$ cat src/rtl/slink_bringup_pkg.sv
// Shared types and CTRL register encodings for the serial-link bring-up sequencer.
package slink_bringup_pkg;

    typedef enum logic [3:0] {
        StIdle,
        StWRstRel,
        StWRstAss,
        StWClkEn,
        StWait,
        StWDeIso,
        StRIso,
        StDone,
        StError
    } bringup_state_e;

    // Sub-steps of one ISOLATED poll: bus transfer, latch status bits, evaluate.
    typedef enum logic [1:0] {
        RdXfer,
        RdCapture,
        RdCheck
    } rd_step_e;

    typedef enum logic [1:0] {
        ErrNone    = 2'd0,
        ErrSlv     = 2'd1,
        ErrTimeout = 2'd2
    } err_code_e;

    localparam logic [9:0] CtrlRstRel = 10'h300;
    localparam logic [9:0] CtrlRstAss = 10'h302;
    localparam logic [9:0] CtrlClkEn  = 10'h303;
    localparam logic [9:0] CtrlDeIso  = 10'h003;

endpackage

$ cat src/rtl/slink_apb_single_txn.sv
// Single-transfer APB master: setup while req_i is high, then access until pready_i.
module slink_apb_single_txn #(
    parameter int unsigned AddrWidth = 32,
    parameter int unsigned DataWidth = 32
) (
    input  logic                   clk_i,
    input  logic                   rst_i,
    input  logic                   req_i,
    input  logic [AddrWidth-1:0]   addr_i,
    input  logic                   write_i,
    input  logic [DataWidth-1:0]   wdata_i,
    output logic                   ack_o,
    output logic [DataWidth-1:0]   rdata_o,
    output logic                   slverr_o,
    output logic [AddrWidth-1:0]   paddr_o,
    output logic                   psel_o,
    output logic                   penable_o,
    output logic                   pwrite_o,
    output logic [DataWidth-1:0]   pwdata_o,
    output logic [DataWidth/8-1:0] pstrb_o,
    input  logic                   pready_i,
    input  logic [DataWidth-1:0]   prdata_i,
    input  logic                   pslverr_i
);

    logic                 access_q, access_d;
    logic [DataWidth-1:0] rdata_q, rdata_d;

    always_ff @(posedge clk_i) begin
        if (rst_i) begin
            access_q <= 1'b0;
            rdata_q  <= '0;
        end else begin
            access_q <= access_d;
            rdata_q  <= rdata_d;
        end
    end

    // Setup is combinational on req_i so a new transfer can follow completion directly.
    always_comb begin
        access_d = access_q ? !pready_i : req_i;
        rdata_d  = (ack_o && !write_i) ? prdata_i : rdata_q;
    end

    always_comb begin
        ack_o     = access_q && pready_i;
        slverr_o  = ack_o && pslverr_i;
        rdata_o   = rdata_q;
        psel_o    = req_i || access_q;
        penable_o = access_q;
        paddr_o   = addr_i;
        pwrite_o  = write_i;
        pwdata_o  = write_i ? wdata_i : '0;
        pstrb_o   = write_i ? '1 : '0;
    end

endmodule

$ cat src/rtl/slink_link_bringup.sv
// Bring-up sequencer: drives the link CTRL write sequence over APB and polls ISOLATED.
module slink_link_bringup
    import slink_bringup_pkg::*;
#(
    parameter int unsigned          AddrWidth      = 32,
    parameter int unsigned          DataWidth      = 32,
    parameter logic [AddrWidth-1:0] CtrlOffset     = AddrWidth'(32'h0),
    parameter logic [AddrWidth-1:0] IsolatedOffset = AddrWidth'(32'h4),
    parameter int unsigned          WaitCycles     = 50,
    parameter int unsigned          MaxPolls       = 1024
) (
    input  logic                   clk_i,
    input  logic                   rst_i,
    input  logic                   start_i,
    output logic                   busy_o,
    output logic                   done_o,
    output logic                   error_o,
    output logic [1:0]             err_code_o,
    output logic [AddrWidth-1:0]   paddr_o,
    output logic                   psel_o,
    output logic                   penable_o,
    output logic                   pwrite_o,
    output logic [DataWidth-1:0]   pwdata_o,
    output logic [DataWidth/8-1:0] pstrb_o,
    input  logic                   pready_i,
    input  logic [DataWidth-1:0]   prdata_i,
    input  logic                   pslverr_i
);

    localparam int unsigned      WaitW    = $clog2(WaitCycles + 1);
    localparam int unsigned      PollW    = $clog2(MaxPolls + 1);
    localparam logic [WaitW-1:0] WaitLast = WaitW'(WaitCycles - 1);
    localparam logic [PollW-1:0] PollLast = PollW'(MaxPolls - 1);
    localparam logic [PollW-1:0] PollMax  = PollW'(MaxPolls);

    bringup_state_e   state_q, state_d;
    rd_step_e         rd_step_q, rd_step_d;
    logic [WaitW-1:0] wait_cnt_q, wait_cnt_d;
    logic [PollW-1:0] poll_cnt_q, poll_cnt_d;
    logic [1:0]       iso_q, iso_d;
    err_code_e        err_q, err_d;

    logic                 txn_req, txn_write, txn_ack, txn_slverr;
    logic [AddrWidth-1:0] txn_addr;
    logic [DataWidth-1:0] txn_wdata, txn_rdata;
    logic                 unused_rdata_hi;

    assign unused_rdata_hi = ^txn_rdata[DataWidth-1:2];

    always_ff @(posedge clk_i) begin
        if (rst_i) begin
            state_q    <= StIdle;
            rd_step_q  <= RdXfer;
            wait_cnt_q <= '0;
            poll_cnt_q <= '0;
            iso_q      <= '0;
            err_q      <= ErrNone;
        end else begin
            state_q    <= state_d;
            rd_step_q  <= rd_step_d;
            wait_cnt_q <= wait_cnt_d;
            poll_cnt_q <= poll_cnt_d;
            iso_q      <= iso_d;
            err_q      <= err_d;
        end
    end

    always_comb begin
        state_d    = state_q;
        rd_step_d  = rd_step_q;
        wait_cnt_d = wait_cnt_q;
        poll_cnt_d = poll_cnt_q;
        iso_d      = iso_q;
        err_d      = err_q;
        unique case (state_q)
            StIdle, StDone, StError: begin
                if (start_i) begin
                    state_d    = StWRstRel;
                    rd_step_d  = RdXfer;
                    wait_cnt_d = '0;
                    poll_cnt_d = '0;
                    err_d      = ErrNone;
                end
            end
            StWRstRel: if (txn_ack) state_d = StWRstAss;
            StWRstAss: if (txn_ack) state_d = StWClkEn;
            StWClkEn: begin
                if (txn_ack) begin
                    state_d    = StWait;
                    wait_cnt_d = '0;
                end
            end
            StWait: begin
                if (wait_cnt_q == WaitLast) begin
                    state_d    = StWDeIso;
                    wait_cnt_d = '0;
                end else begin
                    wait_cnt_d = wait_cnt_q + WaitW'(1);
                end
            end
            StWDeIso: begin
                if (txn_ack) begin
                    state_d   = StRIso;
                    rd_step_d = RdXfer;
                end
            end
            StRIso: begin
                unique case (rd_step_q)
                    RdXfer:    if (txn_ack) rd_step_d = RdCapture;
                    RdCapture: begin
                        iso_d     = txn_rdata[1:0];
                        rd_step_d = RdCheck;
                    end
                    RdCheck: begin
                        if (iso_q == 2'b00) begin
                            state_d = StDone;
                        end else begin
                            if (poll_cnt_q != PollMax) poll_cnt_d = poll_cnt_q + PollW'(1);
                            if (poll_cnt_q >= PollLast) begin
                                state_d = StError;
                                err_d   = ErrTimeout;
                            end else begin
                                rd_step_d = RdXfer;
                            end
                        end
                    end
                    default: rd_step_d = RdXfer;
                endcase
            end
            default: state_d = StIdle;
        endcase
        // A slave error on any completed access aborts the rest of the sequence.
        if (txn_ack && txn_slverr) begin
            state_d = StError;
            err_d   = ErrSlv;
        end
    end

    always_comb begin
        txn_req   = 1'b0;
        txn_write = 1'b0;
        txn_addr  = '0;
        txn_wdata = '0;
        unique case (state_q)
            StWRstRel: begin
                txn_req   = 1'b1;
                txn_write = 1'b1;
                txn_addr  = CtrlOffset;
                txn_wdata = DataWidth'(CtrlRstRel);
            end
            StWRstAss: begin
                txn_req   = 1'b1;
                txn_write = 1'b1;
                txn_addr  = CtrlOffset;
                txn_wdata = DataWidth'(CtrlRstAss);
            end
            StWClkEn: begin
                txn_req   = 1'b1;
                txn_write = 1'b1;
                txn_addr  = CtrlOffset;
                txn_wdata = DataWidth'(CtrlClkEn);
            end
            StWDeIso: begin
                txn_req   = 1'b1;
                txn_write = 1'b1;
                txn_addr  = CtrlOffset;
                txn_wdata = DataWidth'(CtrlDeIso);
            end
            StRIso: begin
                if (rd_step_q == RdXfer) begin
                    txn_req  = 1'b1;
                    txn_addr = IsolatedOffset;
                end
            end
            default: ;
        endcase
        busy_o     = !(state_q inside {StIdle, StDone, StError});
        done_o     = (state_q == StDone);
        error_o    = (state_q == StError);
        err_code_o = err_q;
    end

    slink_apb_single_txn #(
        .AddrWidth (AddrWidth),
        .DataWidth (DataWidth)
    ) u_txn (
        .clk_i     (clk_i),
        .rst_i     (rst_i),
        .req_i     (txn_req),
        .addr_i    (txn_addr),
        .write_i   (txn_write),
        .wdata_i   (txn_wdata),
        .ack_o     (txn_ack),
        .rdata_o   (txn_rdata),
        .slverr_o  (txn_slverr),
        .paddr_o   (paddr_o),
        .psel_o    (psel_o),
        .penable_o (penable_o),
        .pwrite_o  (pwrite_o),
        .pwdata_o  (pwdata_o),
        .pstrb_o   (pstrb_o),
        .pready_i  (pready_i),
        .prdata_i  (prdata_i),
        .pslverr_i (pslverr_i)
    );

endmodule

$ cat config.mk
export PLATFORM = sky130hd
export DESIGN_NAME = slink_link_bringup
export DESIGN_NICKNAME = d
export VERILOG_FILES = /design/src/rtl/slink_bringup_pkg.sv /design/src/rtl/slink_apb_single_txn.sv /design/src/rtl/slink_link_bringup.sv
export SDC_FILE = /design/constraint.sdc
export NUM_CORES = 1
export LEC_CHECK = 0
export ABC_AREA = 1
export BUFFER_PORTS_ARGS = -buffer_cell sky130_fd_sc_hd__buf_4
export CORE_MARGIN = 2
export CORE_UTILIZATION = 42
export CTS_CLUSTER_DIAMETER = 80
export CTS_CLUSTER_SIZE = 12
export DETAILED_ROUTE_END_ITERATION = 8
export GPL_TIMING_DRIVEN = 0
export PLACE_DENSITY = 0.79
export SYNTH_ARGS = -nofsm -noshare
export SYNTH_HDL_FRONTEND = slang
export SYNTH_SLANG_ARGS = --single-unit
export TNS_END_PERCENT = 10
$ cat constraint.sdc
create_clock -name clk_i -period 1.85 [get_ports clk_i]
set_clock_uncertainty 0.2 [all_clocks]
set_input_delay 0.2775 -clock clk_i [delete_from_list [all_inputs] [get_ports clk_i]]
set_output_delay 0.2775 -clock clk_i [all_outputs]
set_load 0.01 [all_outputs]
# Yosys cells after proc, flatten, opt, wreduce, memory -nomap -nowiden
# Cells that the tools add are included.
# W data, S select, Z words.
[word_totals]
reg_bits = 30
latchBits = 0
mem_bits_rw = 0
mem_bits_ro = 0
inputBits = 37
output_inout_bits = 76
n_memories = 0
[op_classes]
add_sub_neg = 2
mul = 0
div = 0
order_cmp = 1
eq_ne = 36
n_shift = 0
n_mux = 41
bitwise_logic = 0
reduce_logical = 27
[op_table]
columns = ["operator", "count"]
rows = [
  ["$mux W11", 4],
  ["$mux W4", 11],
  ["$pmux W10 S4", 1],
  ["$ne A3 B3 Y1 const B", 12],
  ["$pmux W4 S7", 1],
  ["$pmux W11 S2", 1],
  ["$mux W6", 3],
  ["$ne A2 B2 Y1 const B", 9],
  ["$pmux W6 S3", 1],
  ["$eq A4 B3 Y1 const B", 4],
  ["$mux W2", 8],
  ["$reduce_and A8 Y1", 2],
  ["$reduce_and A5 Y1", 3],
  ["$pmux W2 S3", 2],
  ["$reduce_bool A3 Y1", 4],
  ["$add A11 B1 Y11 const B", 1],
  ["$ge A11 B10 Y1 const B", 1],
  ["$ne A11 B11 Y1 const B", 1],
  ["$mux W10", 1],
  ["$eq A4 B2 Y1 const B", 2],
  ["$add A6 B1 Y6 const B", 1],
  ["$eq A6 B6 Y1 const B", 1],
  ["$mux W3", 2],
  ["$reduce_and A6 Y1", 1],
  ["21 further kinds", 30],
]

# Depth between registers and ports, before layout
# Gate-level depths: netlist of the first run.
[depth]
word_depth = 6
mapped_depth = 12
mapped_depth_nobuf = 12

# Hierarchy
# Synthesis of the first run repeated with hierarchy kept, for this count alone.
[hier_totals]
cells_unflattened = 593
hier_area_um2 = 3689.8
[modules_own_cells]
columns = ["module", "instances", "cells_each", "area_per_inst_um2"]
rows = [
  ["slink_apb_single_txn", 1, 317, 1908.1],
  ["slink_link_bringup", 1, 276, 1781.7],
]

# Worst setup path after synthesis of the first run
# No wires, ideal clock.
[synth_path]
path_kind = "register -> output"
startpoint = "register state_q[0]"
endpoint = "output psel_o"
arrival_time_ns = 1.293
t_required_ns = 1.372
slack_ns = 0.080
path_stages_with_launch = 7
path_cell_list = "dfxtp_1 inv_1 nor3_1 nor2_1 nand2_1 nor3_1 inv_1"
[synth_between]
elab_chain_cells = 4
word_cells_on_any_way = 8
[synth_lines]
columns = ["item", "line_no", "text"]
rows = [
  ["start, declared", "slink_link_bringup.sv:36", "bringup_state_e state_q, state_d;"],
  ["start signal, assigned", "slink_link_bringup.sv:52", "state_q <= StIdle;"],
  ["start signal, assigned", "slink_link_bringup.sv:59", "state_q <= state_d;"],
  ["$eq A4 B3 Y1 (tied with other cells)", "slink_link_bringup.sv:144", "unique case (state_q)"],
  ["$reduce_or A4 Y1 (no line)", "n/a", ""],
  ["$pmux W1 S2 *", "slink_link_bringup.sv:144", ""],
  ["$logic_or A1 B1 Y1 *", "slink_apb_single_txn.sv:49", "psel_o = req_i || access_q;"],
  ["end, declared", "slink_link_bringup.sv:20", "output logic psel_o,"],
]
# Every way passes the cells marked *; elsewhere a longest branch is shown, timed or not.

# Final worst setup path of the first run
[layout_path]
startpoint = "register state_q[3]"
endpoint = "output paddr_o[2]"
[layout_between]
elab_chain_cells = 2
[layout_lines]
columns = ["item", "line_no", "text"]
rows = [
  ["$eq A4 B3 Y1", "slink_link_bringup.sv:144", ""],
  ["$mux W3", "slink_link_bringup.sv:144", ""],
  ["end, declared", "slink_link_bringup.sv:19", "output logic [AddrWidth-1:0] paddr_o,"],
]
# Every way passes these cells.

==> summary.txt, run 1 <==
Post-Syn Area = 2340 um2
first-pass GRT wire length = 8810 um
Hold WC Path Type = in -> reg
syn avg cell area = 6.47 um2
Post-CTS Hold Fix Bufs = 0
# IOs = 113
Overflow after GRT = 0
Slew Limit Fails = 0
Pleak = 0.00167 uW
largest cells by area after synthesis = dfxtp_1 (26%), buf_4 (21%), nand2_1 (12%), nor2_1 (8.2%), a21oi_1 (5.1%)
vias post-DR = 2361
Seq/Total Area, Yosys = 25.6%
initial DRC count = 121
final WL = 5920 um
min Tclk post-route = 1.95 ns
Hold Fails Final Rpt = 0
drt via density = 4.34
Reg clk slew, reported paths = 0.07 ns
total CTS buffers = 5
RSZ-0062 raised after global routing = yes
CP Launch Type = register
Max VDD drop = 0.931 mV
post-synthesis register bit count = 30
commonest non-fill, non-tap cells in the layout = buf_4 (103), nand2_1 (62), conb_1 (59), nor2_1 (42), inv_1 (28)
number of routed nets with antenna violations = 0
post-synthesis cell type count = 28
Clock Sinks = 30
Synth top area share = 25.6%
Syn Inst Count = 362
f_max = 0.513 GHz
Worst-Margin Slew = 0.572 ns
FILL cells = 517
power per cell area = 1100 nW/um2
wire per inst = 10.9 um
Initial Util = 43.1%
detailed-placement wirelength estimate = 3770 um
CTS Root Buffer Type = clkbuf_8
Final GP Congestion = 0.898
drt drc = 0
largest area contributor in the synthesized netlist = dfxtp_1
die area = 6190 um2
diode count = 0
Final period util = 105%
CTS tree = built
Layout Nets = 512
largest net degree at the start of global routing = 11
failing checks = negative setup slack
Detailed Routing Iterations Pass 1 = 4
type of the worst setup path = reg -> out
row count = 27
Area Overhead vs Synth = 43.1%
Critical Path Fanout Max = 4
vias in the first global route = 2036
most common cell after layout, fill and taps aside = buf_4
Syn. warnings = 0
max-cap viol count = 0
Total GRT Usage = 17.6%
core footprint = 5440 um2
status = complete, but fails checks
total power = 3670 uW
initial antenna violation count = 0
Layout Cells excl Fill = 544
Worst Path Arrival = 1.47 ns
clock latency on the worst-skew pair = 0.29 ns
Die Span Y = 78.7 um
dpl cells = 514
IO Port Bufs = 22
H-tree levels = 2
worst rel slew slack = 61.9%
CP required = 1.37 ns
Setup crit end kind = primary output
worst setup margin = -0.101 ns
Horiz. Die Dim = 78.7 um
Bufs on Longest Clock Path = 2
final setup fails = 23
fraction of layout cells with a size suffix above 1 = 38.8%
## area by class of cell
type | instances | area (um2) | share of cell area, %
multi-input cells | 283 | 1520 | 45.4
flip-flops and latches | 30 | 616 | 18.4
plain buffers | 71 | 527 | 15.7
repair buffers | 44 | 353 | 10.5
inverters | 36 | 150 | 4.48
well taps | 72 | 90.1 | 2.69
clock buffers | 6 | 82.6 | 2.46
clock inverters | 2 | 12.5 | 0.373
## sequential cells by signal, summed over array words and instances, names as in the netlist
signal / cells
poll_cnt_q: 11
wait_cnt_q: 6
state_q: 4
err_code_o: 2
iso_q: 2
rd_step_q: 2
u_txn.rdata_o: 2
u_txn.penable_o: 1
## cell families after synthesis
logic type / share of synthesized area [%]
other cells: 0.160
simple gates: 33.5
buf+inv: 28.0
flops: 25.6
fa+ha+maj: 2.14
xor+xnor: 2.99
compound gates: 7.53
## per-stage QoR
| step | hold WS (ns) | setup TNS [ns] | utilization (%) | instance area [um2] | setup WS [ns] |
|---|---|---|---|---|---|
| after floorplan | 0.221 | 0 | - | 2560 | 0.0798 |
| after global placement | 0.231 | -1.48 | 51.8 | 2820 | -0.228 |
| after detailed placement | 0.236 | -1.53 | 51.8 | 2820 | -0.214 |
| after CTS | 0.0669 | -1.74 | 57.4 | 3120 | -0.153 |
| after global routing | 0.0982 | -3.67 | 61.7 | 3350 | -0.197 |
| final | 0.0891 | -1.44 | 61.7 | 3350 | -0.101 |
## critical path, stage by stage, from the launching register on
cell and delay [ns]:
dfxtp_2 0.34, buf_4 0.14, nor2_4 0.15, nand2_4 0.09, nor3_4 0.21, buf_4 0.16, buf_6 0.09
## metal layers
metal | global-route usage, % | vias up | routed length (um)
li1 | - | 1242 | -
met3 | 4.32 | 14 | 402
met5 | 0 | - | 0
met2 | 32.9 | 79 | 3030
met1 | 19.3 | 1026 | 2380
met4 | 6.14 | 0 | 109
## path summary, 6_finish.rpt
| check | from | to | slack (ns) | depth (start not counted) |
|---|---|---|---|---|
| worst min-delay path | prdata_i[0] | u_txn.rdata_o[0] | 0.09 | 3 |
| worst max register to register | state_q[3] | poll_cnt_q[3] | -0.08 | 12 |
| worst max-delay path | state_q[3] | paddr_o[2] | -0.10 | 6 |
| worst min register to register | iso_q[1] | iso_q[1] | 0.25 | 2 |
## what timing repair did
item / CTS / global route
setup endpoints to repair: 32 / 37
pin swaps: 12 / 19
buffers inserted: 13 / 7
gates cloned: 0 / 2
resized for setup: 35 / 55
## cell usage after synthesis, drive strengths merged
cell	count
nand4	10
xor2	6
nand2	77
inv	36
nor3b	1
o21bai	1
dfxtp	30
nor3	9
o21ai	8
a21oi	24
nand3b	3
ha	4
a31o	1
xnor2	2
or2	3
and3	1
nand3	21
buf	67
conb	1
clkbuf	4
nor2	53
## where the power goes
part | internal, uW | switching, uW
Combinational | 1020 | 1210
Clock | 299 | 275
Sequential | 745 | 127
Total | 2060 | 1610
(Power assumes the default switching activity.)
==> run 2, diff against run 1 <==
- GPL_TIMING_DRIVEN: 0 -> unset
- SETUP_SLACK_MARGIN: unset -> 0.5
==> run 2 against run 1 <==
The run still ends with negative setup slack left. Sequential share of layout area up 3.2 points. Hold slack worse by 0.0097 ns. Critical path depth up 2. Final cell count down 12%. Global-route usage down 0.064 points. Sequential power down 2%. Sequential cell count unchanged. Clock-buffer cell count up 1. Combinational power down 9.0%. Non-clock buffer count down 67. Worst setup slack better by 0.0085 ns. First-iteration DRC count down 5.8%. Critical path type unchanged. Largest power group unchanged. Highest routed layer unchanged.
==> summary.txt, run 2 (synthesis results as in run 1) <==
Total GRT Usage = 17.6%
fraction of layout cells with a size suffix above 1 = 25.7%
min Tclk post-route = 1.94 ns
commonest non-fill, non-tap cells in the layout = nand2_1 (68), conb_1 (59), nor2_1 (44), buf_4 (36), inv_1 (29)
detailed-placement wirelength estimate = 3530 um
Slowest-stage cell, CP = dfxtp_2
initial antenna violation count = 0
total CTS buffers = 5
power per cell area = 1210 nW/um2
CTS Root Buffer Type = clkbuf_8
drt drc = 0
largest net degree at the start of global routing = 19
Setup crit end kind = primary output
H-tree levels = 2
clock latency on the worst-skew pair = 0.29 ns
Clock Sinks = 30
type of the worst setup path = reg -> out
vias in the first global route = 2031
Slew Limit Fails = 0
CP Launch Type = register
number of routed nets with antenna violations = 0
Overflow after GRT = 0
post-layout instance area = 2840 um2
drt via density = 4.66
crit-path max cell delay = 0.38 ns
combinational fraction of design power = 59.1%
Reg-to-Reg Start = state_q[1]
first-pass GRT wire length = 8800 um
diode count = 0
die area = 6190 um2
Pleak = 0.00131 uW
worst setup path start = state_q[3]
Bufs on Longest Clock Path = 2
Layout Nets = 445
Reg clk slew, reported paths = 0.06 ns
final WL = 5420 um
CP Cell Sequence = buf_6 -> nor2_4 -> nand2_4 -> nor3_4 -> buf_6 -> nor3_4 -> inv_1 -> buf_6
FF-to-FF setup slack = -0.03 ns
worst setup margin = -0.0922 ns
dpl cells = 454
f_max = 0.515 GHz
total power = 3440 uW
wire per inst = 11.4 um
Horiz. Die Dim = 78.7 um
post-place setup slack = 0.0355 ns
Die Span Y = 78.7 um
# IOs = 113
CP required = 1.37 ns
Hold Fails Final Rpt = 0
WHS = 0.0794 ns
max reg flops = 11
Seq pwr share = 24.9%
critical hold path startpoint = prdata_i[0]
core footprint = 5440 um2
largest reg by FF count = poll_cnt_q
Worst path most repeated cell = buf_6
Sw Ratio = 44.0%
vias post-DR = 2223
Post-CTS Hold Fix Bufs = 0
Initial Util = 43.1%
Area Overhead vs Synth = 21.3%
initial DRC count = 114
FILL cells = 521
Area after DPL = 2440 um2
IO Port Bufs = 23
Layout Cells excl Fill = 477
CTS tree = built
row count = 27
Hold WC Path Type = in -> reg
status = complete, but fails checks
Final GP Congestion = 0.876
Max VDD drop = 0.612 mV
final setup fails = 10
Detailed Routing Iterations Pass 1 = 4
Psw = 1510 uW
Worst Path Arrival = 1.46 ns
failing checks = negative setup slack
most common cell after layout, fill and taps aside = nand2_1
Final period util = 105%
clock share of power = 16.0%
Critical Path Fanout Max = 8
Pint = 1930 uW
largest registers = poll_cnt_q (11), wait_cnt_q (6), state_q (4)
RSZ-0062 raised after global routing = yes
max-cap viol count = 0
==> run 2: cell count changes in the layout (fill, tap and decap cells not counted), sizes merged <==
| cell | previous run | this run |
|---|---|---|
| clkbuf | 10 | 7 |
| buf | 111 | 48 |
| clkinvlp | 1 | 0 |
==> run 2: per-layer routing <==
layer  up-vias  part of all wire [%]  GRT usage [%]
li1       1106                     -              -
met1      1012                    41           21.0
met2        87                    50           30.3
met3        18                   6.5           4.55
met4         0                   2.3           6.32
met5         -                     0              0
==> run 2: critical path: cells and delay by family, from the launching register on <==
kind | cells | cell delay [ns]
flops | 1 | 0.38
simple gates | 4 | 0.36
buf+inv | 4 | 0.45
==> run 2: area by class of cell <==
cell class | instances | area (um2) | share of cell area (%)
Inverter | 36 | 150 | 5.28
Sequential cell | 30 | 612 | 21.5
Clock inverter | 1 | 5.00 | 0.176
Multi-Input combinational cell | 283 | 1490 | 52.2
Tap cell | 72 | 90.1 | 3.17
Timing Repair Buffer | 48 | 414 | 14.6
Clock buffer | 7 | 86.3 | 3.04
==> run 2: final timing paths <==
check                                        end  cells after the start
worst min register to register          iso_q[0]                      2
worst max register to register        state_q[1]                     10
worst min-delay path            u_txn.rdata_o[0]                      3
worst max-delay path                      psel_o                      8
==> run 2: power groups by stage <==
stage	logic [uW]	clock network, uW	registers (uW)
final	2030	550	858
after CTS	1860	553	837
after global routing	2210	588	872
after detailed placement	1440	0	854
after floorplan	1190	0	840
after global placement	1410	0	850
==> run 2: metrics by stage <==
| step | setup TNS (ns) | utilization, % |
|---|---|---|
| 5_1_grt | -2.31 | 52.3 |
| 2_1_floorplan | 0 | - |
| 3_3_place_gp | 0 | 44.9 |
| 3_5_place_dp | 0 | 44.9 |
| 6_report | -0.584 | 52.3 |
| 4_1_cts | -0.179 | 50.9 |
==> run 2: what timing repair did <==
item	4_1_cts	5_1_grt
cloned	0	0
gates resized for setup	38	12
endpoints found under the setup margin	44	44
pin swaps	31	14
setup buffers	12	3
==> run 3, diff against run 2 <==
- CORE_ASPECT_RATIO: unset -> 0.6
- CORE_UTILIZATION: 42 -> 48
- PLACE_DENSITY: 0.79 -> 0.8
- SYNTH_HIERARCHICAL: unset -> 1
==> run 3 against run 2 <==
The flow still finishes with violations (negative setup slack). First-iteration DRC count increased by 46%. Via count increased by 14%. Utilization increased by 9.6 points. Critical path depth decreased by 1. Worst setup slack got worse by 0.025 ns. Sequential cell count unchanged. Fmax decreased by 1.3%. Largest power group unchanged.
==> summary.txt, run 3 <==
total CTS buffers = 5
FILL cells = 424
crit-path max cell delay = 0.37 ns
largest net degree at the start of global routing = 20
worst setup margin = -0.117 ns
CP Launch Type = register
Worst-Margin Slew = 0.542 ns
max-cap viol count = 0
row count = 20
Initial Util = 49.4%
CTS Root Buffer Type = clkbuf_8
initial antenna violation count = 0
final setup fails = 23
most common cell after layout, fill and taps aside = nand2_1
Final GP Congestion = 0.935
detailed-placement wirelength estimate = 4180 um
Horiz. Die Dim = 96.9 um
IO Port Bufs = 23
Detailed Routing Iterations Pass 1 = 5
Layout Nets = 509
Bufs on Longest Clock Path = 2
clock latency on the worst-skew pair = 0.30 ns
Overflow after GRT = 0
largest registers = poll_cnt_q (11), wait_cnt_q (6), state_q (4)
initial DRC count = 166
first-pass GRT wire length = 9160 um
vias in the first global route = 1982
drt via density = 4.73
Hold Fails Final Rpt = 0
syn avg cell area = 6.11 um2
cell class contributing the biggest share of worst-path delay = simple AND/OR/NAND/NOR gates
H-tree levels = 2
Final period util = 106%
Syn Inst Count = 407
RSZ-0062 raised after global routing = yes
Setup crit end kind = primary output
failing checks = negative setup slack
Slowest-stage cell, CP = dfxtp_2
Hold WC Path Type = in -> reg
total power = 4340 uW
type of the worst setup path = reg -> out
Post-CTS Hold Fix Bufs = 0
Syn. warnings = 6
Total GRT Usage = 20.0%
Area Overhead vs Synth = 25.2%
CTS tree = built
Pleak = 0.00171 uW
CP required = 1.37 ns
die area = 5790 um2
largest reg by FF count = poll_cnt_q
Clock Sinks = 30
wire per inst = 12.0 um
power per cell area = 1400 nW/um2
core footprint = 5030 um2
status = complete, but fails checks
min Tclk post-route = 1.97 ns
commonest non-fill, non-tap cells in the layout = nand2_1 (95), inv_1 (60), conb_1 (59), nor2_1 (41), buf_4 (33)
# IOs = 113
worst rel slew slack = 63.7%
Critical Path Fanout Max = 8
CP Cell Sequence = inv_1 -> buf_4 -> nand3_4 -> nand3_2 -> nor2_2 -> inv_2 -> buf_6
Worst Path Arrival = 1.49 ns
Post-Syn Area = 2490 um2
Slew Limit Fails = 0
worst path bufs/invs = 4
fraction of layout cells with a size suffix above 1 = 27.3%
vias post-DR = 2533
setup TNS = -1.51 ns
number of routed nets with antenna violations = 0
Die Span Y = 59.7 um
diode count = 0
max reg flops = 11
Max VDD drop = 0.820 mV
Reg clk slew, reported paths = 0.07 ns
f_max = 0.508 GHz
drt drc = 0
final WL = 6410 um
run 3: metrics by stage:
step                std cells  utilization, %  cell area [um2]  hold slack, ns  worst slack, ns
floorplan                 465               -             2750           0.157            0.192
global placement          517            54.7             2750           0.234           0.0524
detailed placement        517            54.7             2750           0.239           0.0513
CTS                       528            58.1             2920         0.00914          -0.0964
global route              535            61.9             3110          0.0409           -0.224
finish                    535            61.9             3110          0.0113           -0.117
run 3: layout make-up:
type                            count  area [um2]  share of cell area, %
Inverter                           72         279                   8.97
Sequential cell                    30         617                   19.8
Clock inverter                      3        40.0                   1.29
Tap cell                           66        82.6                   2.65
Timing Repair Buffer               44         389                   12.5
Clock buffer                        5        68.8                   2.21
Multi-Input combinational cell    315        1640                   52.6
run 3: final timing paths:
path | endpoint | slack, ns | startpoint | depth (start not counted)
worst max-delay path | psel_o | -0.12 | state_q[1] | 7
worst min-delay path | u_txn/rdata_o[0] | 0.01 | prdata_i[0] | 3
worst max register to register | poll_cnt_q[0] | -0.08 | state_q[2] | 11
worst min register to register | err_code_o[1] | 0.24 | err_code_o[1] | 2
run 3: layer usage:
| layer | up-vias | wire (um) | track usage [%] | part of all wire (%) |
|---|---|---|---|---|
| li1 | 1267 | - | - | - |
| met1 | 1141 | 2830 | 27.0 | 44 |
| met2 | 108 | 2960 | 31.2 | 46 |
| met3 | 17 | 450 | 4.56 | 7.0 |
| met4 | 0 | 164 | 8.45 | 2.6 |
| met5 | - | 0 | 0 | 0 |
run 3: what timing repair did:
item | in CTS | in global routing
pin swaps | 6 | 6
endpoints found under the setup margin | 45 | 44
gates resized for setup | 16 | 35
cloned | 1 | 0
buffers inserted | 2 | 7
run 3: worst register-to-register path: cells and delay by family (launching register included):
family | cells | cell delay, ns
AND/OR/NAND/NOR | 7 | 0.73
flip-flops | 1 | 0.38
buffers and inverters | 3 | 0.33
AO/OA/AOI/OAI | 1 | 0.17
run 3: power breakdown:
group          internal, uW  switching, uW
clock                   396            271
sequential              779            151
combinational          1030           1720
total                  2200           2140
